===== src/rtl/dnn_infer_ctrl.sv =====
// dnn_infer_ctrl: sequencer for the fixed-point sigmoid inference engine.
// It accepts a host request, pulses engine clear then start, and waits for
// done under a watchdog. It then scans the class outputs for the argmax and
// returns class/score over a valid/ready handshake. It also arbitrates the
// shared memory address port between the host loader and the engine.
// Optional build macro: DNN_CTRL_PERF_EN enables the perf_cycles counter;
// without it perf_cycles is tied to zero.
module dnn_infer_ctrl #(
  parameter int DATA_WIDTH     = 11,
  parameter int ADDR_WIDTH     = 16,
  parameter int NUM_CLASSES    = 10,
  parameter int TIMEOUT_CYCLES = 1048576
) (
  input  logic                              clk,
  input  logic                              rst,
  input  logic                              req_valid,
  output logic                              req_ready,
  input  logic                              host_mem_req,
  input  logic [ADDR_WIDTH-1:0]             host_mem_addr,
  output logic                              host_mem_gnt,
  output logic                              eng_start,
  output logic                              eng_reset,
  input  logic                              eng_done,
  input  logic [ADDR_WIDTH-1:0]             eng_mem_addr,
  input  logic [NUM_CLASSES*DATA_WIDTH-1:0] eng_out,
  output logic [ADDR_WIDTH-1:0]             mem_addr,
  output logic                              res_valid,
  input  logic                              res_ready,
  output logic [3:0]                        res_class,
  output logic [DATA_WIDTH-1:0]             res_score,
  output logic                              res_timeout,
  output logic                              busy,
  output logic [31:0]                       perf_cycles
);

  localparam int IDX_W = (NUM_CLASSES > 1) ? $clog2(NUM_CLASSES) : 1;
  localparam int CNT_W = $clog2(TIMEOUT_CYCLES);
  localparam logic [IDX_W-1:0] LAST_IDX = IDX_W'(NUM_CLASSES - 1);
  localparam logic [CNT_W-1:0] LAST_CNT = CNT_W'(TIMEOUT_CYCLES - 1);

  typedef enum logic [2:0] {
    S_IDLE  = 3'd0,
    S_CLEAR = 3'd1,
    S_START = 3'd2,
    S_RUN   = 3'd3,
    S_SCAN  = 3'd4,
    S_HOLD  = 3'd5
  } state_t;

  state_t                        r_state;
  logic                          r_eng_start;
  logic                          r_eng_reset;
  logic                          r_res_valid;
  logic                          r_res_timeout;
  logic [3:0]                    r_res_class;
  logic signed [DATA_WIDTH-1:0]  r_res_score;
  logic [CNT_W-1:0]              r_run_cnt;
  logic [IDX_W-1:0]              r_scan_idx;
  logic [IDX_W-1:0]              r_best_idx;
  logic signed [DATA_WIDTH-1:0]  r_best_val;

  logic                          w_host_owned;
  logic                          w_accept;
  logic                          w_snap_en;
  logic signed [DATA_WIDTH-1:0]  w_snap [NUM_CLASSES];
  logic signed [DATA_WIDTH-1:0]  w_entry;
  logic                          w_take;
  logic signed [DATA_WIDTH-1:0]  w_new_val;
  logic [IDX_W-1:0]              w_new_idx;

  // Host owns the memory port whenever the engine cannot be touching it.
  assign w_host_owned = (r_state == S_IDLE) || (r_state == S_HOLD);
  assign mem_addr     = w_host_owned ? host_mem_addr : eng_mem_addr;
  assign host_mem_gnt = host_mem_req && w_host_owned;

  // A pending host memory access blocks a new inference from starting.
  assign req_ready = (r_state == S_IDLE) && !host_mem_req;
  assign w_accept  = req_valid && req_ready;
  assign busy      = (r_state != S_IDLE);

  // Engine outputs are only captured on a done seen while running.
  assign w_snap_en = (r_state == S_RUN) && eng_done;

  genvar gi;
  generate
    for (gi = 0; gi < NUM_CLASSES; gi++) begin : g_snap
      logic signed [DATA_WIDTH-1:0] r_entry;

      // Capture this class output at completion so the scan sees a stable image.
      always_ff @(posedge clk) begin
        if (rst) begin
          r_entry <= '0;
        end else if (w_snap_en) begin
          r_entry <= eng_out[gi*DATA_WIDTH +: DATA_WIDTH];
        end
      end

      assign w_snap[gi] = r_entry;
    end
  endgenerate

  // Strictly-greater replacement keeps the lowest index on ties; entry 0 seeds.
  assign w_entry   = w_snap[r_scan_idx];
  assign w_take    = (r_scan_idx == '0) || (w_entry > r_best_val);
  assign w_new_val = w_take ? w_entry : r_best_val;
  assign w_new_idx = w_take ? r_scan_idx : r_best_idx;

  // Main sequencer: request, clear, start, run with watchdog, scan, hold result.
  always_ff @(posedge clk) begin
    if (rst) begin
      r_state       <= S_IDLE;
      r_eng_start   <= 1'b0;
      r_eng_reset   <= 1'b0;
      r_res_valid   <= 1'b0;
      r_res_timeout <= 1'b0;
      r_res_class   <= '0;
      r_res_score   <= '0;
      r_run_cnt     <= '0;
      r_scan_idx    <= '0;
      r_best_idx    <= '0;
      r_best_val    <= '0;
    end else begin
      r_eng_start <= 1'b0;
      r_eng_reset <= 1'b0;
      case (r_state)
        S_IDLE: begin
          if (w_accept) begin
            r_state     <= S_CLEAR;
            r_eng_reset <= 1'b1;
          end
        end
        S_CLEAR: begin
          r_state     <= S_START;
          r_eng_start <= 1'b1;
        end
        S_START: begin
          r_state   <= S_RUN;
          r_run_cnt <= '0;
        end
        S_RUN: begin
          if (eng_done) begin
            r_state    <= S_SCAN;
            r_scan_idx <= '0;
          end else if (r_run_cnt == LAST_CNT) begin
            r_state       <= S_HOLD;
            r_eng_reset   <= 1'b1;
            r_res_valid   <= 1'b1;
            r_res_timeout <= 1'b1;
            r_res_class   <= '0;
            r_res_score   <= '0;
          end else begin
            r_run_cnt <= r_run_cnt + 1'b1;
          end
        end
        S_SCAN: begin
          r_best_val <= w_new_val;
          r_best_idx <= w_new_idx;
          r_scan_idx <= r_scan_idx + 1'b1;
          if (r_scan_idx == LAST_IDX) begin
            r_state       <= S_HOLD;
            r_res_valid   <= 1'b1;
            r_res_timeout <= 1'b0;
            r_res_class   <= 4'(w_new_idx);
            r_res_score   <= w_new_val;
          end
        end
        S_HOLD: begin
          if (res_ready) begin
            r_res_valid <= 1'b0;
            r_state     <= S_IDLE;
          end
        end
        default: begin
          r_state <= S_IDLE;
        end
      endcase
    end
  end

  assign eng_start   = r_eng_start;
  assign eng_reset   = r_eng_reset;
  assign res_valid   = r_res_valid;
  assign res_timeout = r_res_timeout;
  assign res_class   = r_res_class;
  assign res_score   = r_res_score;

`ifdef DNN_CTRL_PERF_EN
  logic [31:0] r_perf;

  // Count RUN cycles of the current inference; frozen outside RUN, saturating.
  always_ff @(posedge clk) begin
    if (rst) begin
      r_perf <= '0;
    end else if (r_state == S_START) begin
      r_perf <= '0;
    end else if ((r_state == S_RUN) && (r_perf != 32'hFFFF_FFFF)) begin
      r_perf <= r_perf + 32'd1;
    end
  end

  assign perf_cycles = r_perf;
`else
  assign perf_cycles = 32'd0;
`endif

endmodule


===== config.mk =====
export PLATFORM = sky130hd
export DESIGN_NAME = dnn_infer_ctrl
export DESIGN_NICKNAME = d
export VERILOG_FILES = /design/src/rtl/dnn_infer_ctrl.sv
export SDC_FILE = /design/constraint.sdc
export NUM_CORES = 1
export LEC_CHECK = 0
export BUFFER_PORTS_ARGS = -buffer_cell sky130_fd_sc_hd__buf_2
export CORE_MARGIN = 2
export CORE_UTILIZATION = 45
export DETAILED_ROUTE_END_ITERATION = 8
export PLACE_DENSITY = 0.73
export SLEW_MARGIN = 30
export SYNTH_ARGS = -nofsm -noshare
export SYNTH_HDL_FRONTEND = slang
export SYNTH_SLANG_ARGS = --single-unit

===== constraint.sdc =====
create_clock -name clk -period 6.5 [get_ports clk]
set_input_delay 1.3 -clock clk [delete_from_list [all_inputs] [get_ports clk]]
set_output_delay 1.3 -clock clk [all_outputs]
set_load 0.03 [all_outputs]

# Yosys cells after proc, flatten, opt, wreduce, memory -nomap -nowiden
# Index checks and enable logic that the tools add are counted.
# W data, S select, Z words.
[word_totals]
ram_bits = 0
mem_count = 0
romBits = 0
latchBits = 0
inputBits = 148
register_bits = 171
[classes]
n_shift = 0
n_div = 0
reduce_logical = 18
mul = 0
eq_ne = 15
n_bitwise = 1
order_cmp = 2
n_mux = 37
n_addsub = 2
[ops]
columns = ["op", "count"]
rows = [
  ["$mux W11", 6],
  ["$bmux W11 S4", 1],
  ["$mux W20", 2],
  ["$pmux W20 S2", 1],
  ["$pmux W11 S2", 1],
  ["$add A20 B1 Y20 const B", 1],
  ["$eq A20 B20 Y1 const B", 1],
  ["$mux W4", 5],
  ["$pmux W3 S6", 1],
  ["$mux W16", 1],
  ["$pmux W4 S2", 2],
  ["$mux W3", 5],
  ["$ne A2 B2 Y1 const B", 6],
  ["$gt A11 B11 Y1", 1],
  ["$mux W1", 9],
  ["$reduce_and A4 Y1", 2],
  ["$eq A3 B2 Y1 const B", 2],
  ["$eq A3 B3 Y1 const B", 2],
  ["$reduce_bool A3 Y1", 2],
  ["$ge A5 B5 Y1 const B", 1],
  ["$not A4 Y5", 1],
  ["$reduce_and A5 Y1", 1],
  ["$add A4 B1 Y4 const B", 1],
  ["$eq A4 B4 Y1 const B", 1],
  ["13 further kinds", 19],
]

# Longest topological paths before layout
[logic_depth]
depth_word = 9
ltp_mapped = 15
depth_no_buf = 10

# Worst setup path after synthesis
# No wires, ideal clock.
[synth_path]
path_type = "register to register"
start = "register r_scan_idx[1]"
end = "register r_res_score[10], in the netlist res_score[10]"
t_arrival_ns = 3.109
path_slack_ns = 3.311
setup_time_ns = 0.080
stages_incl_launch_ff = 12
required_time_ns = 6.420
path_cell_list = "dfxtp_1 buf_2 buf_4 mux4_2 mux2i_1 o22ai_1 ha_1 and4_1 a221o_1 a21oi_4 nand2_1 o221ai_2"
[synth_between]
elab_chain_cells = 9
[synth_rtl]
columns = ["element", "line_no", "source"]
rows = [
  ["from (decl)", "58", "logic [IDX_W-1:0] r_scan_idx;"],
  ["from (signal assigned)", "158", "r_scan_idx <= r_scan_idx + 1'b1;"],
  ["$not A4 Y5 (not written as such)", "103", "assign w_entry = w_snap[r_scan_idx];"],
  ["$bmux W11 S4", "103", ""],
  ["$mux W11 (not written as such) (2 in a row)", "103", ""],
  ["$gt A11 B11 Y1", "104", "assign w_take = (r_scan_idx == '0) || (w_entry > r_best_val);"],
  ["$logic_or A1 B1 Y1", "104", ""],
  ["$mux W11", "105", "assign w_new_val = w_take ? w_entry : r_best_val;"],
  ["$mux W11", "159", "if (r_scan_idx == LAST_IDX) begin"],
  ["$pmux W11 S2", "125", "case (r_state)"],
  ["to (signal assigned)", "164", "r_res_score <= w_new_val;"],
  ["to (decl)", "56", "logic signed [DATA_WIDTH-1:0] r_res_score;"],
]
# Parallel ways exist; a longest one is shown, timed or not. The select of a mux whose other input is x is not followed.
# A chain may end at the register's enable or synchronous reset.

# Final worst setup path
[layout_path]
start = "register r_scan_idx[1]"
end = "register r_best_idx[2]"
[layout_between]
elab_chain_cells = 7
[layout_rtl]
columns = ["element", "line_no", "source"]
rows = [
  ["$not A4 Y5 (not written as such)", "103", ""],
  ["$bmux W11 S4", "103", ""],
  ["$mux W11 (not written as such) (2 in a row)", "103", ""],
  ["$gt A11 B11 Y1", "104", ""],
  ["$logic_or A1 B1 Y1 *", "104", ""],
  ["$mux W4 *", "106", "assign w_new_idx = w_take ? r_scan_idx : r_best_idx;"],
  ["to (signal assigned)", "157", "r_best_idx <= w_new_idx;"],
  ["to (decl)", "59", "logic [IDX_W-1:0] r_best_idx;"],
]
# Every way passes the cells marked *; elsewhere a longest branch is shown, timed or not. The select of a mux whose other input is x is not followed.

==> results.py <==
metrics = {
    "global_route": {
        "top_usage_layer": "met2",
        "grtUsageMet1": 0.300,
        "grt_use_met3": 0.0367,
        "antenna_found_initial": 0,
        "grt-ovfl-total": 0,
        "grt_max_degree": 113,
        "grt_pass1_vias": 6436,
        "use_met2": 0.326,
        "grt_usage": 0.210,
        "grt_pass1_wl_mm": 32.8,
    },
    "placement": {
        "placed_area_um2": 9020,
        "dpl.cell_count": 1326,
        "io_buffer_count": 185,
        "hpwl_mm": 14.8,
        "globalplace.congestion": 0.878,
        "pre_cts_ws_ns": 2.36,
    },
    "pwr": {
        "pwr-share-seq": 0.440,
        "intPower_uw": 1780,
        "peakVddDrop_uv": 192,
        "swShare": 0.285,
        "p_clk_frac": 0.407,
        "p_leak_uw": 0.00357,
        "power.switching_uw": 709,
        "power_density_nw_per_um2": 259,
        "combPwrFrac": 0.152,
    },
    "synthesis": {
        "netlist_area_um2": 8140,
        "synth_area_leaders": "dfxtp_1 (42%), nand2_1 (13%), a21oi_1 (8.8%)",
        "synth_top_area_cell": "dfxtp_1",
        "ys.flop_type": "dfxtp_1",
        "ys_ff_latch": 171,
        "synthArstFlopShare": 0,
        "syn_inst": 972,
        "avgSynthCellArea_um2": 8.37,
        "yosys.area.top_type_share": 0.421,
        "netlist-cell-type-count": 61,
        "yosys_warnings": 0,
        "synth_edf_count": 0,
        "yosysSeqAreaShare": 0.421,
    },
    "min_path": {
        "min_path_type": "reg -> reg",
    },
    "setup_path": {
        "critPathTopFamily": "compound AO/OA/AOI/OAI gates",
        "startpoint": "r_scan_idx[1]",
        "regToRegSetupSlack_ns": 2.32,
        "critPathSlowestCell": "dfxtp_1",
        "required_ns": 6.85,
        "critical_path.most_common_cell": "a21oi_1",
        "crit_path_max_incr_delay_ns": 0.90,
        "reg2regPathDepth": 11,
        "startpoint_type": "flip-flop",
        "critPathCapture": "r_best_idx[2]",
        "timing.critical_path.buf_inv": 1,
        "crit_chain": "buf_4 > mux4_2 > mux2i_1 > o22ai_1 > ha_1 > a21oi_1 > o21ai_0 > a221o_1 > a21oi_2 > nand2_1 > a21oi_1",
        "worstSetupEndpointType": "flip-flop",
        "path_max_fanout": 18,
        "arrival_ns": 4.53,
        "setup.worst_path.class": "reg -> reg",
        "worst-path-stages": 11,
        "worstReg2RegStart": "r_scan_idx[1]",
        "r2r-end": "r_best_idx[2]",
    },
    "floorplanning": {
        "coreArea_um2": 17800,
        "die_width_um": 138,
        "rows": 49,
        "dieHeight_um": 138,
        "io_pins": 218,
        "fp.dieArea_um2": 19200,
        "start_util": 0.456,
    },
    "final_layout": {
        "final_cells": 1358,
        "antenna_cells": 0,
        "syn_to_final_growth_pct": 18.0,
        "layout_commonest_cell": "nand2_1",
        "mostFrequentLayoutCells": "nand2_1 (282), buf_2 (184), dfxtp_1 (170)",
        "drive_gt1_frac": 0.252,
        "nNetsFinal": 1279,
        "final_area_um2": 9600,
    },
    "clock_network": {
        "clk_latency_ns": 0.43,
        "numClockSinks": 171,
        "cts-root-buf": "clkbuf_16",
        "clk_transition_reported_paths_ns": 0.07,
        "tritoncts.num_buffers": 17,
        "post_cts_buffers": 0,
        "postCtsHoldBufs": 0,
        "cts_tree": "done",
        "cts_max_level": 4,
        "cts_resized": 0,
        "clk_path_buf_depth": 2,
    },
    "routing": {
        "avgViaCountPerCell": 5.21,
        "drc": 0,
        "num_vias": 7077,
        "avgRoutedWirePerCell_um": 15.2,
        "dr.pass1.iters": 4,
        "drtAntennaViolNets": 0,
        "drt_wl_total_mm": 20.6,
        "drt_iter0_drc": 708,
    },
    "sta": {
        "final_max_slew_viol_count": 0,
        "timing.slew.headroom": 0.373,
        "setup_violations": 0,
        "final.setup.worst_slack_ns": 2.32,
        "fin_setup_tns_ns": 0,
        "fmax_ghz": 0.239,
        "rsz0062_at_grt": "false",
        "post-route-period-util": 0.643,
        "tightest_slew_ns": 0.935,
        "hold_viol_final": 0,
        "min_period_ns": 4.18,
        "fin_hold_ws_ns": 0.450,
        "skew_ns": 0.00736,
    },
    "flow_run": {
        "maxCapViolCount": 0,
    },
    "run_status": {
        "status": "complete, no violations",
    },
}
==> layout make-up <==
type                    instances  area [µm²]
flip-flops and latches        171        3420
clock inverters                13         153
repair buffers                192         997
fillers                      1660        8240
multi-input cells             716        4240
well taps                     229         287
clock buffers                  19         433
inverters                      18        67.6
==> worst reg2reg max path: stages, from the launching register on <==
cell and delay [ns]:
dfxtp_1 0.90, buf_4 0.39, mux4_2 0.53, mux2i_1 0.22, o22ai_1 0.16, ha_1 0.36, a21oi_1 0.13, o21ai_0 0.10
a221o_1 0.41, a21oi_2 0.62, nand2_1 0.12, a21oi_1 0.19
==> cell families after synthesis <==
| family | Yosys count | synth area share |
|---|---|---|
| and+or+nand+nor | 387 | 0.203 |
| AOI/OAI and AO/OA | 204 | 0.148 |
| DFF | 171 | 0.421 |
| buffers and inverters | 116 | 0.0747 |
| muxes | 62 | 0.113 |
| xor gates and xnor gates | 16 | 0.0172 |
| adders and majority gates | 15 | 0.0231 |
| other | 1 | 0.000461 |
==> cells in the mapped netlist (7+ instances only) <==
master / count
clkbuf_1: 33
ha_1: 15
mux2i_1: 24
xor2_1: 7
buf_2: 24
nand4_1: 11
nand2_1: 283
a211oi_1: 9
dfxtp_1: 171
inv_1: 18
o22ai_1: 11
nor3_1: 9
nor2_1: 37
o221ai_2: 7
mux2_2: 16
xnor2_1: 9
buf_4: 34
a21oi_1: 143
nand3_1: 9
mux4_2: 22
o21ai_0: 9
==> flip-flops by register name, indices dropped and copies added (netlist names), 3 cells and up <==
register,flops
r_scan_idx,4
r_best_val,11
r_run_cnt,20
g_snap.r_entry,110
res_score,11
res_class,4
r_best_idx,4
r_state,3
==> per-layer routing <==
metal / routed length [µm] / vias up / part of all wire
met3: 1370 / 24 / 0.066
met5: 0 / - / 0
met1: 9390 / 3241 / 0.46
met4: 335 / 0 / 0.016
met2: 9480 / 264 / 0.46
li1: - / 3548 / -
==> per-stage QoR <==
stage               power (µW)   util
global placement          1490  0.504
global route              2590  0.538
CTS                       2510  0.538
finish                    2490  0.538
detailed placement        1500  0.506
floorplan                 1400      -
==> worst min-delay path by stage <==
stage                          from  depth (start not counted)  slack [ns]              endpoint
2_1_floorplan  g_snap[1].r_entry[0]                          2        0.43  g_snap[1].r_entry[0]
6_report               res_class[3]                          2        0.45          res_class[3]
3_3_place_gp           res_class[3]                          2        0.43          res_class[3]
5_1_grt                res_class[3]                          2        0.46          res_class[3]
4_1_cts        g_snap[0].r_entry[0]                          2        0.46  g_snap[0].r_entry[0]
3_5_place_dp   g_snap[0].r_entry[0]                          2        0.45  g_snap[0].r_entry[0]
==> power groups by stage <==
| stage | clock (µW) | combinational, µW | sequential [µW] |
|---|---|---|---|
| 4_1_cts | 1030 | 381 | 1100 |
| 3_3_place_gp | 0 | 375 | 1120 |
| 2_1_floorplan | 0 | 294 | 1110 |
| 5_1_grt | 1070 | 413 | 1100 |
| 6_report | 1010 | 379 | 1100 |
| 3_5_place_dp | 0 | 380 | 1120 |
Power figures use the tool's default switching activity.
